## src/rtl/pulse_stretcher.sv

```systemverilog
// Stretches single-cycle request pulses into fixed-width ON windows followed by a forced gap.
// Requests arriving mid-pulse are queued in a saturating counter and replayed back-to-back.
module pulse_stretcher #(
    parameter int unsigned DIV       = 1000000,
    parameter int unsigned ON_TICKS  = 1,
    parameter int unsigned OFF_TICKS = 1,
    parameter int unsigned PW        = 3
) (
    input  logic          clk,
    input  logic          rst,
    input  logic          trig,
    output logic          out,
    output logic          busy,
    output logic [PW-1:0] pending,
    output logic          ovf
);

    localparam int unsigned CW   = (DIV > 1) ? $clog2(DIV) : 1;
    localparam int unsigned TMAX = (ON_TICKS > OFF_TICKS) ? ON_TICKS : OFF_TICKS;
    localparam int unsigned TW   = (TMAX > 1) ? $clog2(TMAX) : 1;

    localparam logic [CW-1:0] CC_LAST  = CW'(DIV - 1);
    localparam logic [TW-1:0] ON_LAST  = TW'(ON_TICKS - 1);
    localparam logic [TW-1:0] OFF_LAST = TW'(OFF_TICKS - 1);
    localparam logic [PW-1:0] P_MAX    = '1;

    typedef enum logic [1:0] {StIdle, StOn, StGap} state_e;

    state_e        state_q, state_d;
    logic [CW-1:0] cc_q, cc_d;
    logic [TW-1:0] tc_q, tc_d;
    logic [PW-1:0] pending_q, pending_d;
    logic          ovf_q, ovf_d;
    logic          out_q, out_d;
    logic          busy_q, busy_d;
    logic          tick;

    assign tick = (cc_q == CC_LAST);

    always_comb begin
        state_d   = state_q;
        pending_d = pending_q;
        ovf_d     = ovf_q;
        unique case (state_q)
            StIdle: begin
                if (trig) state_d = StOn;
            end
            StOn: begin
                if (tick && tc_q == ON_LAST) state_d = StGap;
                if (trig) begin
                    if (pending_q == P_MAX) ovf_d = 1'b1;
                    else                    pending_d = pending_q + PW'(1);
                end
            end
            StGap: begin
                if (tick && tc_q == OFF_LAST) begin
                    // A trig on the final gap edge is served directly (+1-1), never dropped.
                    if (pending_q != '0) begin
                        state_d = StOn;
                        if (!trig) pending_d = pending_q - PW'(1);
                    end else if (trig) begin
                        state_d = StOn;
                    end else begin
                        state_d = StIdle;
                    end
                end else if (trig) begin
                    if (pending_q == P_MAX) ovf_d = 1'b1;
                    else                    pending_d = pending_q + PW'(1);
                end
            end
            default: state_d = StIdle;
        endcase

        if (state_d != state_q || state_q == StIdle) begin
            cc_d = '0;
            tc_d = '0;
        end else if (tick) begin
            cc_d = '0;
            tc_d = tc_q + TW'(1);
        end else begin
            cc_d = cc_q + CW'(1);
            tc_d = tc_q;
        end

        out_d  = (state_d == StOn);
        busy_d = (state_d != StIdle);
    end

    always_ff @(posedge clk) begin
        if (!rst) begin
            state_q   <= StIdle;
            cc_q      <= '0;
            tc_q      <= '0;
            pending_q <= '0;
            ovf_q     <= 1'b0;
            out_q     <= 1'b0;
            busy_q    <= 1'b0;
        end else begin
            state_q   <= state_d;
            cc_q      <= cc_d;
            tc_q      <= tc_d;
            pending_q <= pending_d;
            ovf_q     <= ovf_d;
            out_q     <= out_d;
            busy_q    <= busy_d;
        end
    end

    assign out     = out_q;
    assign busy    = busy_q;
    assign pending = pending_q;
    assign ovf     = ovf_q;

endmodule

```

## config.mk

```make
export PLATFORM = sky130hd
export DESIGN_NAME = pulse_stretcher
export DESIGN_NICKNAME = d
export VERILOG_FILES = /design/src/rtl/pulse_stretcher.sv
export SDC_FILE = /design/constraint.sdc
export NUM_CORES = 1
export LEC_CHECK = 0
export CAP_MARGIN = 40
export CORE_ASPECT_RATIO = 1.25
export CORE_MARGIN = 2
export CORE_UTILIZATION = 29
export CTS_BUF_LIST = sky130_fd_sc_hd__clkbuf_8
export DETAILED_ROUTE_END_ITERATION = 12
export GPL_TIMING_DRIVEN = 0
export MAX_ROUTING_LAYER = met4
export PLACE_DENSITY_LB_ADDON = 0.12
export SKIP_LAST_GASP = 1
export SYNTH_ARGS = -nofsm -noshare
export SYNTH_HDL_FRONTEND = slang
export SYNTH_SLANG_ARGS = --single-unit
export TNS_END_PERCENT = 1
```

## constraint.sdc

```tcl
create_clock -name clk -period 2.4 [get_ports clk]
set_input_delay 0.48 -clock clk [delete_from_list [all_inputs] [get_ports clk]]
set_output_delay 0.48 -clock clk [all_outputs]
set_load 0.005 [all_outputs]
```

==> results of run 1 <==
## where the power goes
part           total, mW  switching, mW  internal [mW]
combinational     0.0540         0.0287         0.0253
sequential         0.493        0.00520          0.488
clock              0.525          0.191          0.334
total               1.07          0.225          0.847
## final cells by class
class | instances | area (um2)
Multi-Input combinational cell | 118 | 792
Fill cell | 520 | 3030
Clock inverter | 2 | 33.8
Clock buffer | 6 | 82.6
Inverter | 8 | 30.0
Timing Repair Buffer | 9 | 83.8
Tap cell | 60 | 75.1
Sequential cell | 29 | 581
Buffer | 3 | 20.0
## through the flow
| stage | cell area [um2] | TNS (ns) |
|---|---|---|
| floorplan | 1420 | 0 |
| global placement | 1580 | 0 |
| detailed placement | 1580 | 0 |
| CTS | 1700 | 0 |
| global route | 1700 | -0.965 |
| finish | 1700 | 0 |
## metal layers
layer / GRT usage, % / share of wire (%) / up-vias
met5: - / 0 / -
met4: 6.53 / 2.5 / 0
met3: 4.20 / 3.6 / 6
met2: 22.9 / 54 / 18
met1: 12.5 / 40 / 558
li1: - / - / 590
## final timing paths
path / depth (start not counted) / endpoint / start / slack [ns]
worst min register to register: 1 / cc_q[0]$_SDFF_PP0_ / cc_q[0]$_SDFF_PP0_ / 0.47
worst max register to register: 7 / pending[0]$_SDFFE_PN0P_ / cc_q[0]$_SDFF_PP0_ / 0.02
worst min-delay path: 1 / cc_q[0]$_SDFF_PP0_ / cc_q[0]$_SDFF_PP0_ / 0.47
worst max-delay path: 7 / pending[0]$_SDFFE_PN0P_ / cc_q[0]$_SDFF_PP0_ / 0.02
## sequential cells by signal (all words and copies together), names as in the netlist
name     cells
cc_q        20
pending      3
state_q      2
busy         1
out          1
ovf          1
tc_q         1
## critical path: cells and delay by family, from the launching register on
family                   cells  cell delay, ns
adder cells (fa/ha/maj)      1            0.22
buffers and inverters        1            0.15
AND/OR/NAND/NOR              3            1.21
flip-flops                   1            0.37
AO/OA/AOI/OAI                2            0.37
## logic make-up after synthesis
group,synth area share [%]
compound gates,11.2
xor+xnor,11.1
fa+ha+maj,3.52
buf+inv,3.43
flops,40.8
mux,1.41
simple gates,28.5
## cell usage after synthesis, types with 2 or more instances
cell / instances / area, um2
dfxtp_1: 29 / 581
nor4_1: 5 / 31.3
o21ai_0: 2 / 10.0
clkbuf_1: 2 / 7.51
nor2b_1: 3 / 18.8
a21oi_1: 2 / 10.0
o211ai_1: 2 / 15.0
nor3b_1: 2 / 15.0
inv_1: 8 / 30.0
xnor2_1: 7 / 61.3
xor2_1: 11 / 96.3
ha_1: 4 / 50.1
nor3_1: 2 / 10.0
nand4_1: 5 / 31.3
nor2_1: 26 / 97.6
nand2_1: 10 / 37.5
nand3_1: 9 / 45.0
o31a_1: 2 / 17.5
and3_1: 2 / 12.5
and4_1: 2 / 17.5
mux2i_1: 2 / 20.0
==> impl_metrics.yaml, run 1 <==
status:
  status: "complete, no violations"
grt:
  grt_overflow_total: 0
  grt_pass1_vias: 1136
  grt_antenna_before_repair: 0
  grt_pass1_wl_mm: 5.07
  track_usage_pct: 12.9
  grt_max_degree: 11
floorplanning:
  core_um2: 4730
  die_h_um: 82.3
  die_x_um: 66.6
  initial_utilization_pct: 30.1
  io_pins: 9
  rows: 28
  die_area_um2: 5480
detailed_routing:
  drt-total-wl_mm: 2.92
  via_count: 1172
  first_pass_iters: 4
  vias_per_cell: 4.99
  postRouteAntennaNets: 0
  first_iter_violations: 35
  route.detailed.drc: 0
  wl_per_cell_um: 12.4
clock_tree:
  htreeDepth: 2
  cts_setup_buffers: 0
  cts.sinks: 29
  cts_buffer_depth: 2
  cts-root-buf: "clkbuf_8"
  hold_buffers: 0
  path_clk_slew_ns: 0.07
  insertion_delay_ns: 0.28
  cts_tree: "yes"
  numCtsBuffers: 5
  cts_resized: 0
logic_synthesis:
  syn_avg_cell_area_um2: 9.00
  async_reset_ff_share_pct: 0
  synth_cell_types: 42
  syn_nets: 165
  synth_cells: 158
  ys_seq_area_share_pct: 40.8
  synth_warnings: 0
  synth-edff-count: 0
  synth_area_um2: 1420
  synth_flop_cell: "dfxtp_1"
  synth-seq-cells: 29
sta:
  hold-worst-slack_ns: 0.469
  rsz0062_at_grt: "true"
  slew_violations: 0
  fin_crit_sh_pct: 99.2
  hold_violations: 0
  finalCriticalPeriod_ns: 2.38
  setup_viol: 0
  clock_skew_ns: 0.00479
  worst_pin_slew_ns: 0.645
  fmax_mhz: 420
  slew_headroom_pct: 56.6
  setup_slack_ns: 0.0201
final_layout:
  stdcell_count: 235
  layout-drive-gt1-share_pct: 9.71
  utilization_pct: 35.9
  antenna_cells: 0
  final_common_cell: "dfxtp_1"
  mostFrequentLayoutCells: "29 x dfxtp_1, 26 x nor2_1, 11 x xor2_1"
  syn_to_final_growth_pct: 19.5
  final_nets: 181
pwr:
  power_mw: 1.07
  power_density_nw_per_um2: 631
  p_leak_nw: 0.535
  peakVddDrop_v: 0.000439
placed_design:
  gp_congestion: 0.793
  port-buffer-count: 8
  place_inst: 227
  hpwl_mm: 2.18
  pre_cts_ws_ns: 0.0191
worst_setup_path:
  path_class: "reg -> reg"
  slowest_delay_ns: 0.55
  worstPathRequired_ns: 2.62
  worstPathArrival_ns: 2.60
  crit_chain: "ha_1 -> nand2_1 -> or4_4 -> buf_6 -> or4b_4 -> a31o_1 -> a21oi_2"
  cp_max_fo: 7
  critical_path.slowest_cell: "or4b_4"
  start_kind: "flop"
  end_kind: "flop"
job:
  maxCapViolations: 0
worst_hold_path:
  hp-class: "reg -> reg"
Power figures use the tool's default switching activity.
==> run 2, diff against run 1 <==
--- a/config.mk
+++ b/config.mk
@@ -10,6 +10,7 @@
 export CORE_MARGIN = 2
 export CORE_UTILIZATION = 29
 export CTS_BUF_LIST = sky130_fd_sc_hd__clkbuf_8
+export CTS_CLUSTER_SIZE = 12
 export DETAILED_ROUTE_END_ITERATION = 12
 export GPL_TIMING_DRIVEN = 0
 export MAX_ROUTING_LAYER = met4
==> results of run 2 <==
Same layout as run 1: the final DEF is identical, and so are final timing and power.
==> run 3, diff against run 2 <==
--- a/config.mk
+++ b/config.mk
@@ -7,12 +7,13 @@
 export LEC_CHECK = 0
 export CAP_MARGIN = 40
 export CORE_ASPECT_RATIO = 1.25
-export CORE_MARGIN = 2
+export CORE_MARGIN = 3
 export CORE_UTILIZATION = 29
 export CTS_BUF_LIST = sky130_fd_sc_hd__clkbuf_8
 export CTS_CLUSTER_SIZE = 12
 export DETAILED_ROUTE_END_ITERATION = 12
 export GPL_TIMING_DRIVEN = 0
+export HOLD_SLACK_MARGIN = 0.02
 export MAX_ROUTING_LAYER = met4
 export PLACE_DENSITY_LB_ADDON = 0.12
 export SKIP_LAST_GASP = 1
==> run 3 against run 2 <==
- register-to-register slack better by 0.02 ns
- combinational power about the same
- non-clock buffer count unchanged
- global-route usage down 0.71 points
- power down 13%
- worst setup slack better by 0.022 ns
- clock power down 27%
- critical path depth unchanged
- critical path type unchanged
==> impl_metrics.yaml, run 3 (same netlist as run 1, synthesis figures left out) <==
status:
  status: "complete, no violations"
sta:
  hold_violations: 0
  finalCriticalPeriod_ns: 2.36
  fin_tns_setup_ns: 0
  clock_skew_ns: 0.00668
  slew_headroom_pct: 58.1
  rsz0062_at_grt: "true"
  slew_violations: 0
  hold-worst-slack_ns: 0.437
  worst_pin_slew_ns: 0.623
  fin_crit_sh_pct: 98.3
  setup_viol: 0
  fmax_mhz: 424
placed_design:
  gp_congestion: 0.826
  hpwl_mm: 2.20
  place_inst: 225
  port-buffer-count: 8
pwr:
  p_leak_nw: 0.519
  power_density_nw_per_um2: 558
  p_comb_share_pct: 5.8
  p_int_uw: 710
  peakVddDrop_v: 0.000278
  seqPwrFrac_pct: 53.2
  net-switching-power_uw: 219
  clock_power_share_pct: 41.0
  switching_share_pct: 23.6
final_layout:
  regArea_um2: 582
  final_nets: 181
  syn_to_final_growth_pct: 17.2
  multiInputGateArea_um2: 795
  layout-drive-gt1-share_pct: 10.9
  top_register: "cc_q"
  largest_reg_flops: 20
  mostFrequentLayoutCells: "28 x dfxtp_1, 26 x nor2_1, 11 x xor2_1"
  antenna_cells: 0
  fill_cells: 480
  stdcell_count: 233
  final_common_cell: "dfxtp_1"
detailed_routing:
  route.detailed.drc: 0
  wl_per_cell_um: 12.7
  first_pass_iters: 4
  drt-total-wl_mm: 2.96
  vias_per_cell: 4.99
  first_iter_violations: 52
  via_count: 1163
  postRouteAntennaNets: 0
worst_setup_path:
  cp_num_buf_inv: 1
  path_depth: 7
  crit_chain: "ha_2 -> nand2_1 -> or4_4 -> buf_6 -> or4b_4 -> a31o_1 -> a21oi_2"
  r2r-end: "pending[0]$_SDFFE_PN0P_"
  rrSetupSlack_ns: 0.04
  path_class: "reg -> reg"
  crit_path_end: "pending[0]$_SDFFE_PN0P_"
  r2r-start: "cc_q[0]$_SDFF_PP0_"
  worstPathRequired_ns: 2.62
  startpoint: "cc_q[0]$_SDFF_PP0_"
  start_kind: "flop"
  slowest_delay_ns: 0.54
  cp_max_fo: 7
  worstPathArrival_ns: 2.57
  end_kind: "flop"
  critical_path.slowest_cell: "or4_4"
  critPathTopFamily: "simple AND/OR/NAND/NOR gates"
  reg2reg_depth: 7
clock_tree:
  cts_tree: "yes"
  htreeDepth: 2
  cts_buffer_depth: 2
  path_clk_slew_ns: 0.07
  cts_setup_buffers: 0
  numCtsBuffers: 5
  insertion_delay_ns: 0.28
  cts.sinks: 29
  cts-root-buf: "clkbuf_8"
job:
  maxCapViolations: 0
grt:
  track_usage_pct: 12.2
  busiest_layer: "met2"
  grt_max_degree: 11
  met3_usage_pct: 4.02
  use_met2_pct: 20.2
  grt_antenna_before_repair: 0
  grt_pass1_wl_mm: 5.15
  grt_pass1_vias: 1175
  grtUsageMet1_pct: 12.7
  grt_overflow_total: 0
floorplanning:
  initial_utilization_pct: 31.2
  io_pins: 9
  die_x_um: 68.6
  die_area_um2: 5780
  die_h_um: 84.3
  rows: 27
  core_um2: 4560
worst_hold_path:
  hp-class: "reg -> reg"
[run 3: worst min-delay path by stage]
stage / start / endpoint / depth (start not counted) / slack (ns)
floorplan: cc_q[0]$_SDFF_PP0_ / cc_q[0]$_SDFF_PP0_ / 1 / 0.43
global placement: ovf$_SDFFE_PN0P_ / ovf$_SDFFE_PN0P_ / 2 / 0.44
detailed placement: cc_q[0]$_SDFF_PP0_ / cc_q[0]$_SDFF_PP0_ / 1 / 0.45
CTS: cc_q[0]$_SDFF_PP0_ / cc_q[0]$_SDFF_PP0_ / 1 / 0.44
global route: cc_q[0]$_SDFF_PP0_ / cc_q[0]$_SDFF_PP0_ / 1 / 0.46
finish: cc_q[0]$_SDFF_PP0_ / cc_q[0]$_SDFF_PP0_ / 1 / 0.44
[run 3: what timing repair did]
item,CTS,global route
resized for setup,2,2
setup endpoints to repair,1,22
cloned,0,0
hold buffers,0,0
[run 3: power by group through the flow]
| stage | clock (mW) | combinational, mW | sequential, mW |
|---|---|---|---|
| 6_report | 0.381 | 0.0542 | 0.494 |
| 3_5_place_dp | 0 | 0.0546 | 0.504 |
| 5_1_grt | 0.424 | 0.0616 | 0.494 |
| 2_1_floorplan | 0 | 0.0319 | 0.504 |
| 3_3_place_gp | 0 | 0.0540 | 0.504 |
| 4_1_cts | 0.402 | 0.0549 | 0.493 |
[run 3: final cells by class]
cell class / count / area share, %
plain buffers: 3 / 1.20
clock buffers: 5 / 4.13
inverters: 8 / 1.80
repair buffers: 9 / 5.03
clock inverters: 3 / 0.826
well taps: 58 / 4.36
multi-input cells: 118 / 47.7
flip-flops and latches: 29 / 34.9
[run 3: metrics by stage]
stage | total power [mW] | instance area (um2) | util, % | setup WS, ns
after global routing | 0.979 | 1670 | 36.5 | -0.0631
final | 0.929 | 1670 | 36.5 | 0.0420
after CTS | 0.951 | 1660 | 36.5 | 0.0278
after detailed placement | 0.559 | 1580 | 34.6 | -0.0163
after global placement | 0.558 | 1570 | 34.5 | 0.0309
after floorplan | 0.536 | 1420 | - | 0.167
[run 3: worst reg2reg max path, stage by stage (launching register included)]
cell and delay, ns:
dfxtp_2 0.35, ha_2 0.21, nand2_1 0.13, or4_4 0.54, buf_6 0.15, or4b_4 0.55, a31o_1 0.25, a21oi_2 0.12
[run 3: per-layer routing]
layer / part of all wire, % / routed length (um)
met3: 5.1 / 151
met2: 51 / 1510
met1: 42 / 1230
met4: 2.1 / 62
met5: 0 / 0
